`src/rtl/rr_free_list.sv`:
```
// Checkpointed physical-register free list for the rename stage.
// Grants are compacted in slot order. Branch checkpoints snapshot the head pointer so a mispredict can roll it back in one cycle.
module rr_free_list #(
  parameter int P_REGISTERS   = 64,
  parameter int L_REGISTERS   = 32,
  parameter int INSTR_COUNT   = 2,
  parameter int RELEASE_COUNT = 2,
  parameter int C_NUM         = 4
) (
  input  logic                                        clk,
  input  logic                                        rst_n,
  input  logic [INSTR_COUNT-1:0]                      alloc_req_i,
  output logic [INSTR_COUNT*$clog2(P_REGISTERS)-1:0]  alloc_preg_o,
  output logic                                        alloc_ok_o,
  input  logic                                        ckpt_take_i,
  output logic [$clog2(C_NUM)-1:0]                    ckpt_id_o,
  output logic                                        ckpt_avail_o,
  input  logic                                        ckpt_commit_i,
  input  logic                                        restore_en_i,
  input  logic [$clog2(C_NUM)-1:0]                    restore_id_i,
  input  logic [RELEASE_COUNT-1:0]                    release_en_i,
  input  logic [RELEASE_COUNT*$clog2(P_REGISTERS)-1:0] release_preg_i,
  output logic [$clog2(P_REGISTERS-L_REGISTERS):0]    free_count_o,
  output logic                                        err_overflow_o
);

  localparam int FL_DEPTH = P_REGISTERS - L_REGISTERS;
  localparam int FW       = $clog2(FL_DEPTH);
  localparam int PW       = $clog2(P_REGISTERS);
  localparam int CW       = $clog2(C_NUM);

  logic [PW-1:0] fl_q [FL_DEPTH];
  logic [FW:0]   ck_q [C_NUM];
  logic [FW:0]   head_q, head_d, tail_q, tail_d, free_q, free_d;
  logic [CW:0]   ck_head_q, ck_head_d, ck_tail_q, ck_tail_d, ck_cnt_s, rst_tail_s;
  logic          err_q, err_d;
  logic [FW:0]   n_s, m_s;
  logic          grant_s, take_s, rel_ok_s;
  logic [FW-1:0] rel_idx_s [RELEASE_COUNT];

  function automatic logic [FW:0] popcnt_alloc(input logic [INSTR_COUNT-1:0] v);
    logic [FW:0] c;
    c = '0;
    for (int i = 0; i < INSTR_COUNT; i++) c = c + {{FW{1'b0}}, v[i]};
    return c;
  endfunction

  function automatic logic [FW:0] popcnt_rel(input logic [RELEASE_COUNT-1:0] v);
    logic [FW:0] c;
    c = '0;
    for (int i = 0; i < RELEASE_COUNT; i++) c = c + {{FW{1'b0}}, v[i]};
    return c;
  endfunction

  // The k-th requesting slot reads entry head+k.
  always_comb begin
    logic [FW:0] k;
    k = '0;
    alloc_preg_o = '0;
    for (int i = 0; i < INSTR_COUNT; i++) begin
      alloc_preg_o[i*PW +: PW] = fl_q[head_q[FW-1:0] + k[FW-1:0]];
      k = k + {{FW{1'b0}}, alloc_req_i[i]};
    end
  end

  // Compacted write slots for returned registers.
  always_comb begin
    logic [FW:0] k;
    k = '0;
    for (int i = 0; i < RELEASE_COUNT; i++) begin
      rel_idx_s[i] = tail_q[FW-1:0] + k[FW-1:0];
      k = k + {{FW{1'b0}}, release_en_i[i]};
    end
  end

  // Grant, checkpoint availability and overflow decisions.
  always_comb begin
    n_s          = popcnt_alloc(alloc_req_i);
    m_s          = popcnt_rel(release_en_i);
    ck_cnt_s     = ck_tail_q - ck_head_q;
    ckpt_avail_o = (ck_cnt_s != (CW+1)'(C_NUM));
    ckpt_id_o    = ck_tail_q[CW-1:0];
    grant_s      = (n_s <= free_q) && (!ckpt_take_i || ckpt_avail_o) && !restore_en_i;
    alloc_ok_o   = grant_s && (n_s != '0);
    take_s       = ckpt_take_i && grant_s;
    rel_ok_s     = ({1'b0, free_q} + {1'b0, m_s}) <= (FW+2)'(FL_DEPTH);
  end

  // Pointer and flag next-state.
  always_comb begin
    head_d    = head_q;
    tail_d    = tail_q;
    ck_head_d = ck_head_q;
    ck_tail_d = ck_tail_q;
    err_d     = err_q;
    if (restore_en_i) begin
      head_d = ck_q[restore_id_i];
    end else if (grant_s) begin
      head_d = head_q + n_s;
    end else begin
      head_d = head_q;
    end
    if (rel_ok_s) begin
      tail_d = tail_q + m_s;
    end else begin
      err_d = 1'b1;
    end
    if (ckpt_commit_i && (ck_cnt_s != '0)) begin
      ck_head_d = ck_head_q + (CW+1)'(1);
    end else begin
      ck_head_d = ck_head_q;
    end
    // Rebuild the wrap bit relative to ck_head so the ring count stays valid.
    rst_tail_s = ck_head_q + {1'b0, restore_id_i - ck_head_q[CW-1:0]};
    if (restore_en_i) begin
      if ((rst_tail_s == ck_head_q) && (ck_head_d != ck_head_q)) begin
        ck_tail_d = ck_head_d;
      end else begin
        ck_tail_d = rst_tail_s;
      end
    end else if (take_s) begin
      ck_tail_d = ck_tail_q + (CW+1)'(1);
    end else begin
      ck_tail_d = ck_tail_q;
    end
    free_d = tail_d - head_d;
  end

  // Pointer, count and error registers.
  always_ff @(posedge clk or negedge rst_n) begin
    if (!rst_n) begin
      head_q    <= '0;
      tail_q    <= (FW+1)'(FL_DEPTH);
      free_q    <= (FW+1)'(FL_DEPTH);
      ck_head_q <= '0;
      ck_tail_q <= '0;
      err_q     <= 1'b0;
    end else begin
      head_q    <= head_d;
      tail_q    <= tail_d;
      free_q    <= free_d;
      ck_head_q <= ck_head_d;
      ck_tail_q <= ck_tail_d;
      err_q     <= err_d;
    end
  end

  // Free-list storage.
  always_ff @(posedge clk or negedge rst_n) begin
    if (!rst_n) begin
      for (int i = 0; i < FL_DEPTH; i++) fl_q[i] <= PW'(L_REGISTERS + i);
    end else begin
      for (int i = 0; i < RELEASE_COUNT; i++) begin
        if (rel_ok_s && release_en_i[i]) fl_q[rel_idx_s[i]] <= release_preg_i[i*PW +: PW];
      end
    end
  end

  // Checkpoint snapshots of the post-allocation head.
  always_ff @(posedge clk or negedge rst_n) begin
    if (!rst_n) begin
      for (int i = 0; i < C_NUM; i++) ck_q[i] <= '0;
    end else if (take_s) begin
      ck_q[ck_tail_q[CW-1:0]] <= head_q + n_s;
    end
  end

  assign free_count_o   = free_q;
  assign err_overflow_o = err_q;

endmodule

```
`config.mk`:
```
export PLATFORM = sky130hd
export DESIGN_NAME = rr_free_list
export DESIGN_NICKNAME = d
export VERILOG_FILES = /design/src/rtl/rr_free_list.sv
export SDC_FILE = /design/constraint.sdc
export NUM_CORES = 1
export LEC_CHECK = 0
export ABC_AREA = 1
export CORE_ASPECT_RATIO = 1.75
export CORE_MARGIN = 1.5
export CORE_UTILIZATION = 58
export DETAILED_ROUTE_END_ITERATION = 8
export PLACE_DENSITY_LB_ADDON = 0.08
export SETUP_SLACK_MARGIN = 0.4
export SLEW_MARGIN = 20
export SYNTH_ARGS = -nofsm -noshare
export SYNTH_HDL_FRONTEND = slang
export SYNTH_SLANG_ARGS = --single-unit
```
`constraint.sdc`:
```
create_clock -name clk -period 6.4 [get_ports clk]
set_input_delay 1.28 -clock clk [delete_from_list [all_inputs] [get_ports clk]]
set_output_delay 1.28 -clock clk [all_outputs]
set_load 0.02 [all_outputs]
```
==> flow_metrics.env, run 1 <==
export IMPL_outcome="completed"
export IMPL_hold_depth=1
export IMPL_crit_path_end_kind="primary output"
export IMPL_slew_headroom=0.205
export IMPL_drcViolationCount=0
export IMPL_total_number_of_cells_along_the_worst_setup_path=10
export IMPL_cp_start_kind="primary input"
export IMPL_power_per_cell_area_nw_per_um2=534
export IMPL_cts_sink_count=241
export IMPL_cell_mode_on_critical_path="clkdlybuf4s50_1"
export IMPL_vdd_ir_drop_worst_mv=0.366
export IMPL_floorplan_die_area_sq_um=35600
export IMPL_timing_critical_path_max_delay_family="buffers and inverters"
export IMPL_detail_route_vias_per_cell=6.38
export IMPL_critical_path_class="primary input to primary output"
export IMPL_drv_slew=0
export IMPL_later_pin_clock_latency_in_the_skew_report_ps=560
export IMPL_grt_first_pass_wirelength_um=124000
export IMPL_global_route_overflow_total=0
export IMPL_crit_path_max_incr_delay_ps=670
export IMPL_synth_xor_area_share=0.00921
export IMPL_postRouteAntennaNets=0
export IMPL_worstPathCellList="clkdlybuf4s50_1, ha_4, ha_2, xnor2_1, inv_2, nand3_1, o211ai_1, nand2_1, o21a_1, clkdlybuf4s50_1"
export IMPL_synth_compound_area_frac=0.172
export IMPL_grt_pass1_vias=20800
export IMPL_cap_violations=0
export IMPL_critical_path_startpoint="alloc_req_i[0]"
export IMPL_num_antenna_cells=0
export IMPL_final_core_utilization=0.620
export IMPL_layout_min_cycle_time_ps=5740
export IMPL_drive_above_1_share=0.0732
export IMPL_floorplan_die_width_um=143
export IMPL_grt_start_max_net_pins=131
export IMPL_route_detailed_wl_per_inst_um=23.1
export IMPL_synth_area_leaders="nand2_1, dfrtp_1, dfstp_2, o21ai_0, nand3_1"
export IMPL_layout_filler_cells=3307
export IMPL_final_hold_violation_count=0
export IMPL_synth_edf_count=0
export IMPL_chipHeight_um=248
export IMPL_syn_area_per_cell_sq_um=6.22
export IMPL_worst_path_fanout_max=45
export IMPL_area_delta_synth_final_pct=5.07
export IMPL_routabilityCongestion=0.999
export IMPL_synth_adder_area_share=0.0222
export IMPL_seq_area_frac_synth=0.309
export IMPL_power_leakage_nw=9.93
export IMPL_drt_initial_drc_count=2737
export IMPL_post_cts_resize_count=0
export IMPL_yosys_cell_types_count=35
export IMPL_detailedRoute_firstPassIterationCount=6
export IMPL_worst_path_max_delay_cell="inv_2"
export IMPL_num_vias=22400
export IMPL_synthSimpleGateAreaFrac=0.393
export IMPL_min_from="err_overflow_o"
export IMPL_initial_core_util=0.590
export IMPL_clock_skew_ps=10.2
export IMPL_worstPathBufferInverterCount=3
export IMPL_ctsRootBufferMaster="clkbuf_16"
export IMPL_ys_ff_latch=241
export IMPL_ys_flop_type="dfrtp_1"
export IMPL_tritoncts="done"
export IMPL_mappedNetlistArea_sq_um=20000
export IMPL_synth_area_leader_cell="nand2_1"
export IMPL_rsz0062_at_grt="false"
export IMPL_cts_htree_levels=1
export IMPL_count_of_final_setup_violators=0
export IMPL_holdBufCountCts=0
export IMPL_synth_mux_area_frac=0
export IMPL_postCtsSetupRepairBufs=0
export IMPL_path_class_of_the_lowest_slack_min_delay_path="flop to flop"
export IMPL_numCtsBuffers=25
export IMPL_place_port_buffers=45
export IMPL_maximum_buffer_depth_of_the_clock_tree=3
export IMPL_synth_nets=3266
export IMPL_grt_antenna_before_repair=5
export IMPL_max_clock_freq_ghz=0.174
export IMPL_required_ps=5120
export IMPL_layout_nets=3097
export IMPL_core_area_sq_um=33900
export IMPL_synth_top_area_frac=0.228
export IMPL_synth_top_family_by_area="simple AND/OR/NAND/NOR gates"
export IMPL_syn_instance_count=3210
export IMPL_row_count=89
export IMPL_yosysWarnings=0
export IMPL_boundaryPins=46
export IMPL_synthArstFlopShare=1.00
export IMPL_final_period_utilization=0.898
export IMPL_routed_wirelength_um=81200
export IMPL_dp_final_hpwl_um=53000
export IMPL_rr_startpoint="head_q[1]"
export IMPL_timing_reg2reg_worst_path_depth=20
export IMPL_track_usage=0.457
export IMPL_worst_pin_slew_ps=1190
export IMPL_cts_clk_slew_worst_paths_ps=70
export IMPL_tns_ps=0
export IMPL_crit_path_arrival_time_ps=4460
==> sequential cells by signal, indices dropped and copies added (netlist names) <==
register        count
err_overflow_o      1
fl_q              192
ck_q               24
free_count_o        6
tail_q              6
ck_head_q           3
ck_tail_q           3
head_q              6
==> final timing paths <==
check | slack [ps] | to
setup / recovery | 660 | alloc_preg_o[9]
hold / removal | 480 | err_overflow_o
setup reg to reg | 2080 | free_count_o[5]
hold reg to reg | 480 | err_overflow_o
max in group asynchronous | 4410 | fl_q[122]
min in group asynchronous | 740 | err_overflow_o
==> cell type report <==
class                   instances  area, sq um  share of cell area
flip-flops and latches        241         6180               0.294
inverters                     181          684              0.0326
multi-input cells            2512        12000               0.571
repair buffers                 80          752              0.0358
clock buffers                  30          654              0.0312
clock inverters                15          166             0.00793
well taps                     455          569              0.0271
==> cells by family after synthesis <==
kind of cell	after synthesis
DFF	241
xor gates and xnor gates	21
adders and majority gates	33
and+or+nand+nor	1816
buffers and inverters	457
AOI/OAI and AO/OA	642
==> report_power, final <==
group          leakage [nW]  total (mW)  internal, mW  switching, mW
Combinational          6.73        6.53          2.02           4.51
Clock                 0.391        1.53         0.854          0.679
Sequential             2.81        3.14          2.30          0.846
Total                  9.93        11.2          5.17           6.03
==> cells in the mapped netlist (5+ instances only) <==
master and count:
a21oi_1 120, xor2_1 16, dfstp_2 114, buf_1 19
xnor2_1 5, nand4_1 204, nand2_1 1212, dfrtp_1 127
buf_2 37, inv_1 176, buf_6 14, clkbuf_1 202
nor2_8 7, o211ai_1 80, ha_1 29, nand3_1 287
o21ai_0 429, nor2_1 94, o21a_1 6, nor3_1 5
==> through the flow <==
step / instance area, sq um / worst slack, ps / hold slack, ps / cells / total power [mW]
final: 21000 / 656 / 478 / 3514 / 11.2
after global routing: 21000 / 508 / 488 / 3514 / 12.0
after CTS: 21000 / 716 / 480 / 3513 / 11.0
after detailed placement: 20200 / 732 / 464 / 3468 / 9.41
after global placement: 20200 / 758 / 450 / 3468 / 9.24
after floorplan: 20000 / 2130 / 437 / 3210 / 7.29
==> metal layers <==
layer	GRT usage	share of wire	wire length, um
met2	0.721	0.46	37600
met1	0.507	0.33	26900
met3	0.103	0.093	7580
met5	0	0.0014	116
met4	0.413	0.11	9050
==> cell usage in the layout, fill, tap and decap left out, types with 6 or more instances in the layout <==
cell type	n
a21oi_1	120
buf_2	6
buf_4	30
clkbuf_16	25
clkdlybuf4s50_1	37
clkinv_1	6
clkinv_2	6
dfrtp_1	125
dfstp_2	114
ha_1	27
inv_1	171
nand2_1	1212
nand3_1	286
nand4_1	204
nor2_1	91
nor2_8	7
o211ai_1	80
o21a_1	6
o21ai_0	429
xor2_1	16
Power figures use the tool's default switching activity.
==> run 2: changes to the inputs <==
CORE_UTILIZATION = 50   (was 58)
==> flow_metrics.env, run 2 (synthesis gave the netlist of run 1 again) <==
export IMPL_numCtsBuffers=26
export IMPL_drt_initial_drc_count=2735
export IMPL_track_usage=0.400
export IMPL_dp_final_hpwl_um=54300
export IMPL_max_flop_register="fl_q"
export IMPL_num_antenna_cells=0
export IMPL_biggestRegsByFlops="fl_q x192, ck_q x24"
export IMPL_slew_headroom=0.162
export IMPL_worst_hold_path_endpoint="err_overflow_o"
export IMPL_routed_wirelength_um=82800
export IMPL_post_route_insts_no_fill=3572
export IMPL_worst_path_max_delay_cell="clkdlybuf4s50_1"
export IMPL_layout_min_cycle_time_ps=5600
export IMPL_final_core_utilization=0.540
export IMPL_cell_internal_pwr_mw=5.28
export IMPL_hold_depth=1
export IMPL_critical_path_class="primary input to primary output"
export IMPL_core_area_sq_um=39300
export IMPL_drcViolationCount=0
export IMPL_place_ws_ps=882
export IMPL_cts_sink_count=241
export IMPL_crit_path_max_incr_delay_ps=630
export IMPL_mostFrequentLayoutCells="nand2_1, o21ai_0, nand3_1, nand4_1, inv_1"
export IMPL_crit_path_arrival_time_ps=4320
export IMPL_tns_ps=0
export IMPL_crit_path_end_kind="primary output"
export IMPL_vdd_ir_drop_worst_mv=0.415
export IMPL_initial_core_util=0.509
export IMPL_boundaryPins=46
export IMPL_fraction_of_power_spent_switching_nets=0.535
export IMPL_grt_start_max_net_pins=134
export IMPL_worst_pin_slew_ps=1260
export IMPL_detail_route_vias_per_cell=6.25
export IMPL_fin_ws_ps=799
export IMPL_maximum_buffer_depth_of_the_clock_tree=3
export IMPL_drv_slew=0
export IMPL_routabilityCongestion=1.05
export IMPL_rr_startpoint="head_q[1]"
export IMPL_grt_first_pass_wirelength_um=126000
export IMPL_placedCellCount=3524
export IMPL_route_detailed_wl_per_inst_um=23.2
export IMPL_path_class_of_the_lowest_slack_min_delay_path="flop to flop"
export IMPL_cts_htree_levels=1
export IMPL_drive_above_1_share=0.0805
export IMPL_power_frac_clock=0.144
export IMPL_num_vias=22300
export IMPL_grt_antenna_before_repair=1
export IMPL_total_power_mw=11.3
export IMPL_critical_path_startpoint="alloc_req_i[0]"
export IMPL_layout_nets=3118
export IMPL_rsz0062_at_grt="false"
export IMPL_worstPathCellList="clkdlybuf4s50_1, ha_4, inv_1, buf_4, nor2_1, o21ai_0, o211ai_1, nand3_1, o21a_1, clkdlybuf4s50_1"
export IMPL_final_cell_area_sq_um=21200
export IMPL_timing_reg2reg_worst_path_depth=20
export IMPL_holdBufCountCts=0
export IMPL_clock_skew_ps=22.9
export IMPL_worst_path_fanout_max=48
export IMPL_cts_clk_slew_worst_paths_ps=60
export IMPL_postCtsSetupRepairBufs=0
export IMPL_final_hold_violation_count=0
export IMPL_layout_filler_cells=3976
export IMPL_min_hold_slack_ps=476
export IMPL_row_count=96
export IMPL_post_cts_resize_count=0
export IMPL_detailedRoute_firstPassIterationCount=6
export IMPL_count_of_final_setup_violators=0
export IMPL_largest_reg_flops=192
export IMPL_power_leakage_nw=10.1
export IMPL_max_clock_freq_ghz=0.179
export IMPL_cap_violations=0
export IMPL_required_ps=5120
export IMPL_sequentialPowerShare=0.271
export IMPL_place_area_sq_um=20300
export IMPL_outcome="completed"
export IMPL_cp_start_kind="primary input"
export IMPL_min_from="err_overflow_o"
export IMPL_grt_pass1_vias=20600
export IMPL_area_delta_synth_final_pct=6.28
export IMPL_chipHeight_um=267
export IMPL_power_switching_mw=6.06
export IMPL_mostFrequentLayoutCell="nand2_1"
export IMPL_final_period_utilization=0.875
export IMPL_end_of_the_worst_register_to_register_path="free_count_o[5]"
export IMPL_ctsRootBufferMaster="clkbuf_16"
export IMPL_floorplan_die_area_sq_um=41200
export IMPL_floorplan_die_width_um=154
export IMPL_global_route_overflow_total=0
export IMPL_later_pin_clock_latency_in_the_skew_report_ps=580
export IMPL_ff2ff_setup_slack_ps=2310
export IMPL_p_comb_frac=0.585
export IMPL_place_port_buffers=45
export IMPL_tritoncts="done"
export IMPL_cell_mode_on_critical_path="clkdlybuf4s50_1"
export IMPL_postRouteAntennaNets=0
export IMPL_power_per_cell_area_nw_per_um2=534
[run 2: cell count changes in the layout (fill, tap and decap cells not counted), sizes merged]
cell and change:
buf +20, clkbuf +4, clkinv +3, clkinvlp -3
inv -1
[run 2: how the worst max path moves through the flow]
stage                  endpoint  slack [ps]  depth (start not counted)
4_1_cts         alloc_preg_o[9]         870                         10
3_5_place_dp    alloc_preg_o[9]         880                         10
2_1_floorplan  alloc_preg_o[10]        2130                         10
6_report        alloc_preg_o[7]         800                         10
5_1_grt         alloc_preg_o[2]         690                          9
3_3_place_gp    alloc_preg_o[7]         860                         10
[run 2: power by group through the flow]
stage                     logic (mW)  registers, mW  clock network, mW
after floorplan                 4.60           2.69                  0
after global placement          6.35           3.05                  0
after detailed placement        6.47           3.06                  0
after CTS                       6.50           3.05               1.65
after global routing            7.29           3.13               1.70
final                           6.63           3.07               1.64
[run 2: per-layer routing]
layer	global-route usage	part of all wire
met1	0.440	0.34
met2	0.672	0.47
met4	0.347	0.10
met5	0	0.00012
met3	0.0631	0.083
[run 2: layout make-up]
class / count / area [sq um] / area share
Multi-Input combinational cell: 2512 / 12000 / 0.564
Sequential cell: 241 / 6180 / 0.291
Timing Repair Buffer: 100 / 893 / 0.0421
Clock buffer: 34 / 732 / 0.0345
Inverter: 181 / 684 / 0.0322
Tap cell: 490 / 613 / 0.0289
Clock inverter: 14 / 150 / 0.00707
[run 2: worst max-delay path, delay by kind of cell]
family / cells / cell delay, ps
buffers and inverters: 4 / 1720
AOI/OAI and AO/OA: 3 / 790
adders and majority gates: 1 / 330
and+or+nand+nor: 2 / 180
